<file path="src/rtl/load_store_unit.sv">
// load_store_unit: RV32I memory stage driving a req/gnt/rvalid data port with byte strobes.
// Illegal or misaligned ops are trapped to an error response without a memory request.
module load_store_unit #(
    parameter int AWIDTH = 32,
    parameter int DWIDTH = 32
) (
    input  logic              clk,
    input  logic              rst_n,
    input  logic              req_valid,
    output logic              req_ready,
    input  logic [AWIDTH-1:0] alu_res,
    input  logic [DWIDTH-1:0] store_data,
    input  logic [2:0]        funct3,
    input  logic              is_store,
    input  logic [4:0]        rd_in,
    output logic              mem_req,
    input  logic              mem_gnt,
    output logic [AWIDTH-1:0] mem_addr,
    output logic [3:0]        mem_we,
    output logic [DWIDTH-1:0] mem_wdata,
    input  logic              mem_rvalid,
    input  logic [DWIDTH-1:0] mem_rdata,
    output logic              resp_valid,
    input  logic              resp_ready,
    output logic [DWIDTH-1:0] resp_data,
    output logic [4:0]        resp_rd,
    output logic              resp_err
);
    typedef enum logic [1:0] {IDLE, REQ, WAIT, RESP} state_t;
    state_t            state_q, state_d;
    logic [AWIDTH-1:0] addr_q, addr_d;
    logic [DWIDTH-1:0] sd_q, sd_d, data_q, data_d, lane, fmt, wdata;
    logic [2:0]        f3_q, f3_d;
    logic [4:0]        rd_q, rd_d;
    logic              st_q, st_d, err_q, err_d, f3_ok, mis;
    logic [3:0]        we;

    assign f3_ok = is_store ? (funct3 <= 3'd2) : (funct3 != 3'd3 && funct3 <= 3'd5);
    assign mis   = (funct3[1:0] == 2'b01 && alu_res[0]) ||
                   (funct3[1:0] == 2'b10 && alu_res[1:0] != 2'b00);
    assign lane  = mem_rdata >> {addr_q[1:0], 3'b000};
    // funct3[2] set means unsigned, so the extension bit is forced to zero
    assign fmt   = f3_q[1:0] == 2'b00 ? {{(DWIDTH-8){~f3_q[2] & lane[7]}}, lane[7:0]} :
                   f3_q[1:0] == 2'b01 ? {{(DWIDTH-16){~f3_q[2] & lane[15]}}, lane[15:0]} : lane;
    assign we    = f3_q[1:0] == 2'b00 ? 4'b0001 << addr_q[1:0] :
                   f3_q[1:0] == 2'b01 ? 4'b0011 << {addr_q[1], 1'b0} : 4'b1111;
    assign wdata = f3_q[1:0] == 2'b00 ? {4{sd_q[7:0]}} :
                   f3_q[1:0] == 2'b01 ? {2{sd_q[15:0]}} : sd_q;

    always_comb begin
        state_d = state_q;
        addr_d  = addr_q;
        sd_d    = sd_q;
        f3_d    = f3_q;
        st_d    = st_q;
        rd_d    = rd_q;
        err_d   = err_q;
        data_d  = data_q;
        case (state_q)
            IDLE: if (req_valid) begin
                addr_d  = alu_res;
                sd_d    = store_data;
                f3_d    = funct3;
                st_d    = is_store;
                rd_d    = rd_in;
                err_d   = !f3_ok || mis;
                data_d  = '0;
                state_d = err_d ? RESP : REQ;
            end
            REQ:  if (mem_gnt) state_d = st_q ? RESP : WAIT;
            WAIT: if (mem_rvalid) begin
                data_d  = fmt;
                state_d = RESP;
            end
            RESP: if (resp_ready) state_d = IDLE;
            default: state_d = IDLE;
        endcase
    end

    always_ff @(posedge clk or negedge rst_n) begin
        if (!rst_n) begin
            state_q <= IDLE;
            addr_q  <= '0;
            sd_q    <= '0;
            f3_q    <= '0;
            st_q    <= 1'b0;
            rd_q    <= '0;
            err_q   <= 1'b0;
            data_q  <= '0;
        end else begin
            state_q <= state_d;
            addr_q  <= addr_d;
            sd_q    <= sd_d;
            f3_q    <= f3_d;
            st_q    <= st_d;
            rd_q    <= rd_d;
            err_q   <= err_d;
            data_q  <= data_d;
        end
    end

    assign req_ready  = state_q == IDLE;
    assign mem_req    = state_q == REQ;
    assign mem_addr   = mem_req ? {addr_q[AWIDTH-1:2], 2'b00} : '0;
    assign mem_we     = mem_req && st_q ? we : 4'b0000;
    assign mem_wdata  = mem_req && st_q ? wdata : '0;
    assign resp_valid = state_q == RESP;
    assign resp_data  = resp_valid ? data_q : '0;
    assign resp_rd    = resp_valid && !st_q && !err_q ? rd_q : '0;
    assign resp_err   = resp_valid && err_q;
endmodule

</file>
<file path="config.mk">
export PLATFORM = sky130hd
export DESIGN_NAME = load_store_unit
export DESIGN_NICKNAME = d
export VERILOG_FILES = /design/src/rtl/load_store_unit.sv
export SDC_FILE = /design/constraint.sdc
export NUM_CORES = 1
export LEC_CHECK = 0
export BUFFER_PORTS_ARGS = -buffer_cell sky130_fd_sc_hd__buf_2
export CAP_MARGIN = 20
export CORE_UTILIZATION = 53
export DETAILED_ROUTE_END_ITERATION = 10
export PLACE_DENSITY = 0.93
export SYNTH_ARGS = -nofsm -noshare
export SYNTH_HDL_FRONTEND = slang
export SYNTH_SLANG_ARGS = --single-unit
</file>
<file path="constraint.sdc">
create_clock -name clk -period 4.18 [get_ports clk]
set_input_delay 0 -clock clk [delete_from_list [all_inputs] [get_ports clk]]
set_output_delay 0 -clock clk [all_outputs]
set_load 0.005 [all_outputs]
</file>
==> run_results.csv <==
group,metric,value,unit
clock_tree,cts_sinks,108,
global_route,grt_pass1_wl,30390,um
global_route,grt_util_all_layers,0.3575,
synth,synth.distinct_cells,37,
drt,routed_wl,19660,um
status,status,"complete, no violations",
critical_path,critPathLaunchType,"flip-flop",
final_layout,fill_cells,602,
clock_tree,tritoncts,"built",
synth,synthMuxAreaShare,0.2248,
power,leakagePower,4.056,nW
power,p_sw,2.066,mW
timing,skew,16.10,ps
final_layout,stdcell_area,0.007953,sq mm
drt,wl_per_cell,20.98,um
drt,vias,5463,
final_layout,diodes,0,
final_layout,fin_util,0.7669,
final_layout,drive_above_1_share,0.4245,
clock_tree,cts_root_buffer,"clkbuf_8",
power,ir_drop,0.3997,mV
critical_path,critical_path_required,4180,ps
placed_design,gp_congestion,0.8775,
clock_tree,clkTransAtPathRegs,100,ps
synth,synth_compound_area_frac,0.1136,
clock_tree,cts_buffer_depth,2,
floorplan,core_region_area,0.01037,sq mm
drt,drc,0,
synth,syn_area_per_cell,11.08,sq um
critical_path,crit_fanout,41,
synth,async_reset_ff_frac,1.000,
synth,post-synth-top-count-cell,"dfrtp_1",
clock_tree,cts_buffers,9,
drt,routed_via_density,5.830,
synth,synth_top_family_by_area,"multiplexers",
synth,synthTopCellsByArea,"dfrtp_1, mux2_2, and2_1, mux2i_1, a21oi_1",
global_route,grt_pass1_vias,5649,
placed_design,port_buffers,217,
synth,post_synth_and_or_nand_nor_area_fraction,0.1376,
synth,synthAdderAreaFrac,0.01099,
power,comb_power_share,0.481,
synth,yosys.area.top_type,"dfrtp_1",
final_layout,syn_to_final_growth,39.69,%
power,switching_share,0.4010,
hold_path,holdCritPathClass,"in -> reg",
placed_design,dp_hpwl,11460,um
power,clockPowerShare,0.133,
critical_path,crit_path_end_kind,"primary output",
power,intPower,3.086,mW
drt,drtIter0Drc,501,
floorplan,dieArea,0.01116,sq mm
synth,ys.flop_type,"dfrtp_1",
power,p_per_area,647.8,mW/mm^2
final_layout,final_nets,912,
timing,maxSlewViolCount,0,
clock_tree,clk_latency,380,ps
power,power_frac_seq,0.386,
synth,ys_ff_latch,108,
timing,tightest_slew,1097,ps
synth,synth-xor-area-share,0,
clock_tree,cts-htree-levels,3,
timing,hold_ws,20.43,ps
synth,yosys.area.top_type_share,0.4747,
timing,finalCriticalPeriod,2904,ps
timing,final.setup.tns,0,ps
timing,max_freq,344.4,MHz
global_route,grt_overflow,0,
floorplan,fp.dieW,105.6,um
floorplan,initial_core_util,0.5490,
floorplan,pin_count,220,
drt,firstDrtPassIters,5,
floorplan,die_height,105.6,um
synth,synth-edff-count,0,
global_route,grt_max_degree,76,
synth,syn-cell-area,0.005693,sq mm
timing,hold_viol,0,
synth,synth_commonest_cells,"dfrtp_1, mux2_2, and2_1, a21oi_1, nor2_1",
floorplan,rows,37,
synth,synth-seq-area-share,0.4747,
critical_path,arrival,2900,ps
timing,fin_crit_sh,0.6947,
job,maxCapViolCount,0,
timing,rsz0062_at_grt,"false",
timing,setup-violations-final,0,
synth,syn-instance-count,514,
drt,drtAntennaViolNets,0,
global_route,antenna_found_initial,0,
synth,yosysWarningCount,0,
critical_path,crit_type,"reg -> out",
timing,relSlewSlack,0.2686,
placed_design,placed_area,0.006833,sq mm
==> per-stage QoR <==
stage / worst slack [ps] / instances / power (mW)
global route: 1054 / 937 / 5.423
finish: 1276 / 937 / 5.152
detailed placement: 1586 / 832 / 4.177
floorplan: 2186 / 515 / 3.430
CTS: 1354 / 935 / 4.916
global placement: 1707 / 831 / 3.996
==> layer usage <==
layer / wire, um / GRT usage
met1: 7215 / 0.4272
met2: 9708 / 0.5966
met3: 1722 / 0.08287
met4: 1014 / 0.1954
met5: 0 / 0
==> final timing paths <==
kind | end | slack [ps] | depth (start not counted) | from
hold / removal | data_q[7]$_DFFE_PN0P_ | 20 | 4 | mem_rvalid
setup reg to reg | data_q[23]$_DFFE_PN0P_ | 1510 | 4 | addr_q[1]$_DFFE_PN0P_
max in group asynchronous | addr_q[12]$_DFFE_PN0P_ | 2800 | 3 | rst_n
hold reg to reg | data_q[2]$_DFFE_PN0P_ | 500 | 1 | data_q[2]$_DFFE_PN0P_
min in group asynchronous | data_q[10]$_DFFE_PN0P_ | 230 | 2 | rst_n
setup / recovery | mem_we[3] | 1280 | 6 | state_q[1]$_DFFE_PN0P_
==> worst max-delay path, cell delays in order, from the launching register on <==
cell and delay (ps):
dfrtp_1 430, inv_1 120, ha_1 160, buf_4 330
nand2_1 690, a21oi_1 590, buf_2 200
==> cell type report <==
type	count	area [sq um]	share of cell area
well taps	136	170.2	0.02140
flip-flops and latches	108	2703	0.3398
clock buffers	12	155.1	0.01951
clock inverters	4	55.05	0.006923
inverters	8	30.03	0.003776
repair buffers	310	2048	0.2576
multi-input cells	359	2791	0.3510
==> power groups by stage <==
| stage | clock network [mW] | registers, mW | logic, mW |
|---|---|---|---|
| CTS | 0.682 | 1.96 | 2.28 |
| global placement | 0 | 1.93 | 2.07 |
| detailed placement | 0 | 1.97 | 2.20 |
| global route | 0.724 | 2.03 | 2.67 |
| finish | 0.683 | 1.99 | 2.48 |
| floorplan | 0 | 1.73 | 1.70 |
==> sequential cells by signal, summed over array words and instances, names as in the netlist <==
signal and count:
st_q 1, err_q 1, data_q 32, state_q 2, f3_q 3, rd_q 5
addr_q 32, sd_q 32
==> timing repair <==
action                    4_1_cts  5_1_grt
hold endpoints to repair      146        0
hold buffers                   87        0
buffers inserted                0        0
resized for setup               0        0
==> cells in the final DEF, fill, tap and decap left out, drive strengths merged, types with 2 or more instances in the layout <==
cell         netlist  final
nor2b              4      4
or2                2      2
mux4               2      2
mux2i             30     30
mux2              83     83
inv                8      9
buf               17    223
o2bb2ai            7      7
and2              68     68
nand2             22     22
a22o               9      9
and3               8      8
nor2              39     39
a2111oi            2      2
conb               1      2
dfrtp            108    108
nand2b             2      2
dlygate4sd3        0     87
o21ai             11     11
a221o             17     17
a21oi             39     39
clkbuf            23     12
ha                 5      5
==> cell families after synthesis <==
logic type                 Yosys count
DFF                                108
muxes                              115
and+or+nand+nor                    148
buffers and inverters               48
AOI/OAI and AO/OA                   89
adders and majority gates            5
other                                1
(Power assumes the default switching activity.)
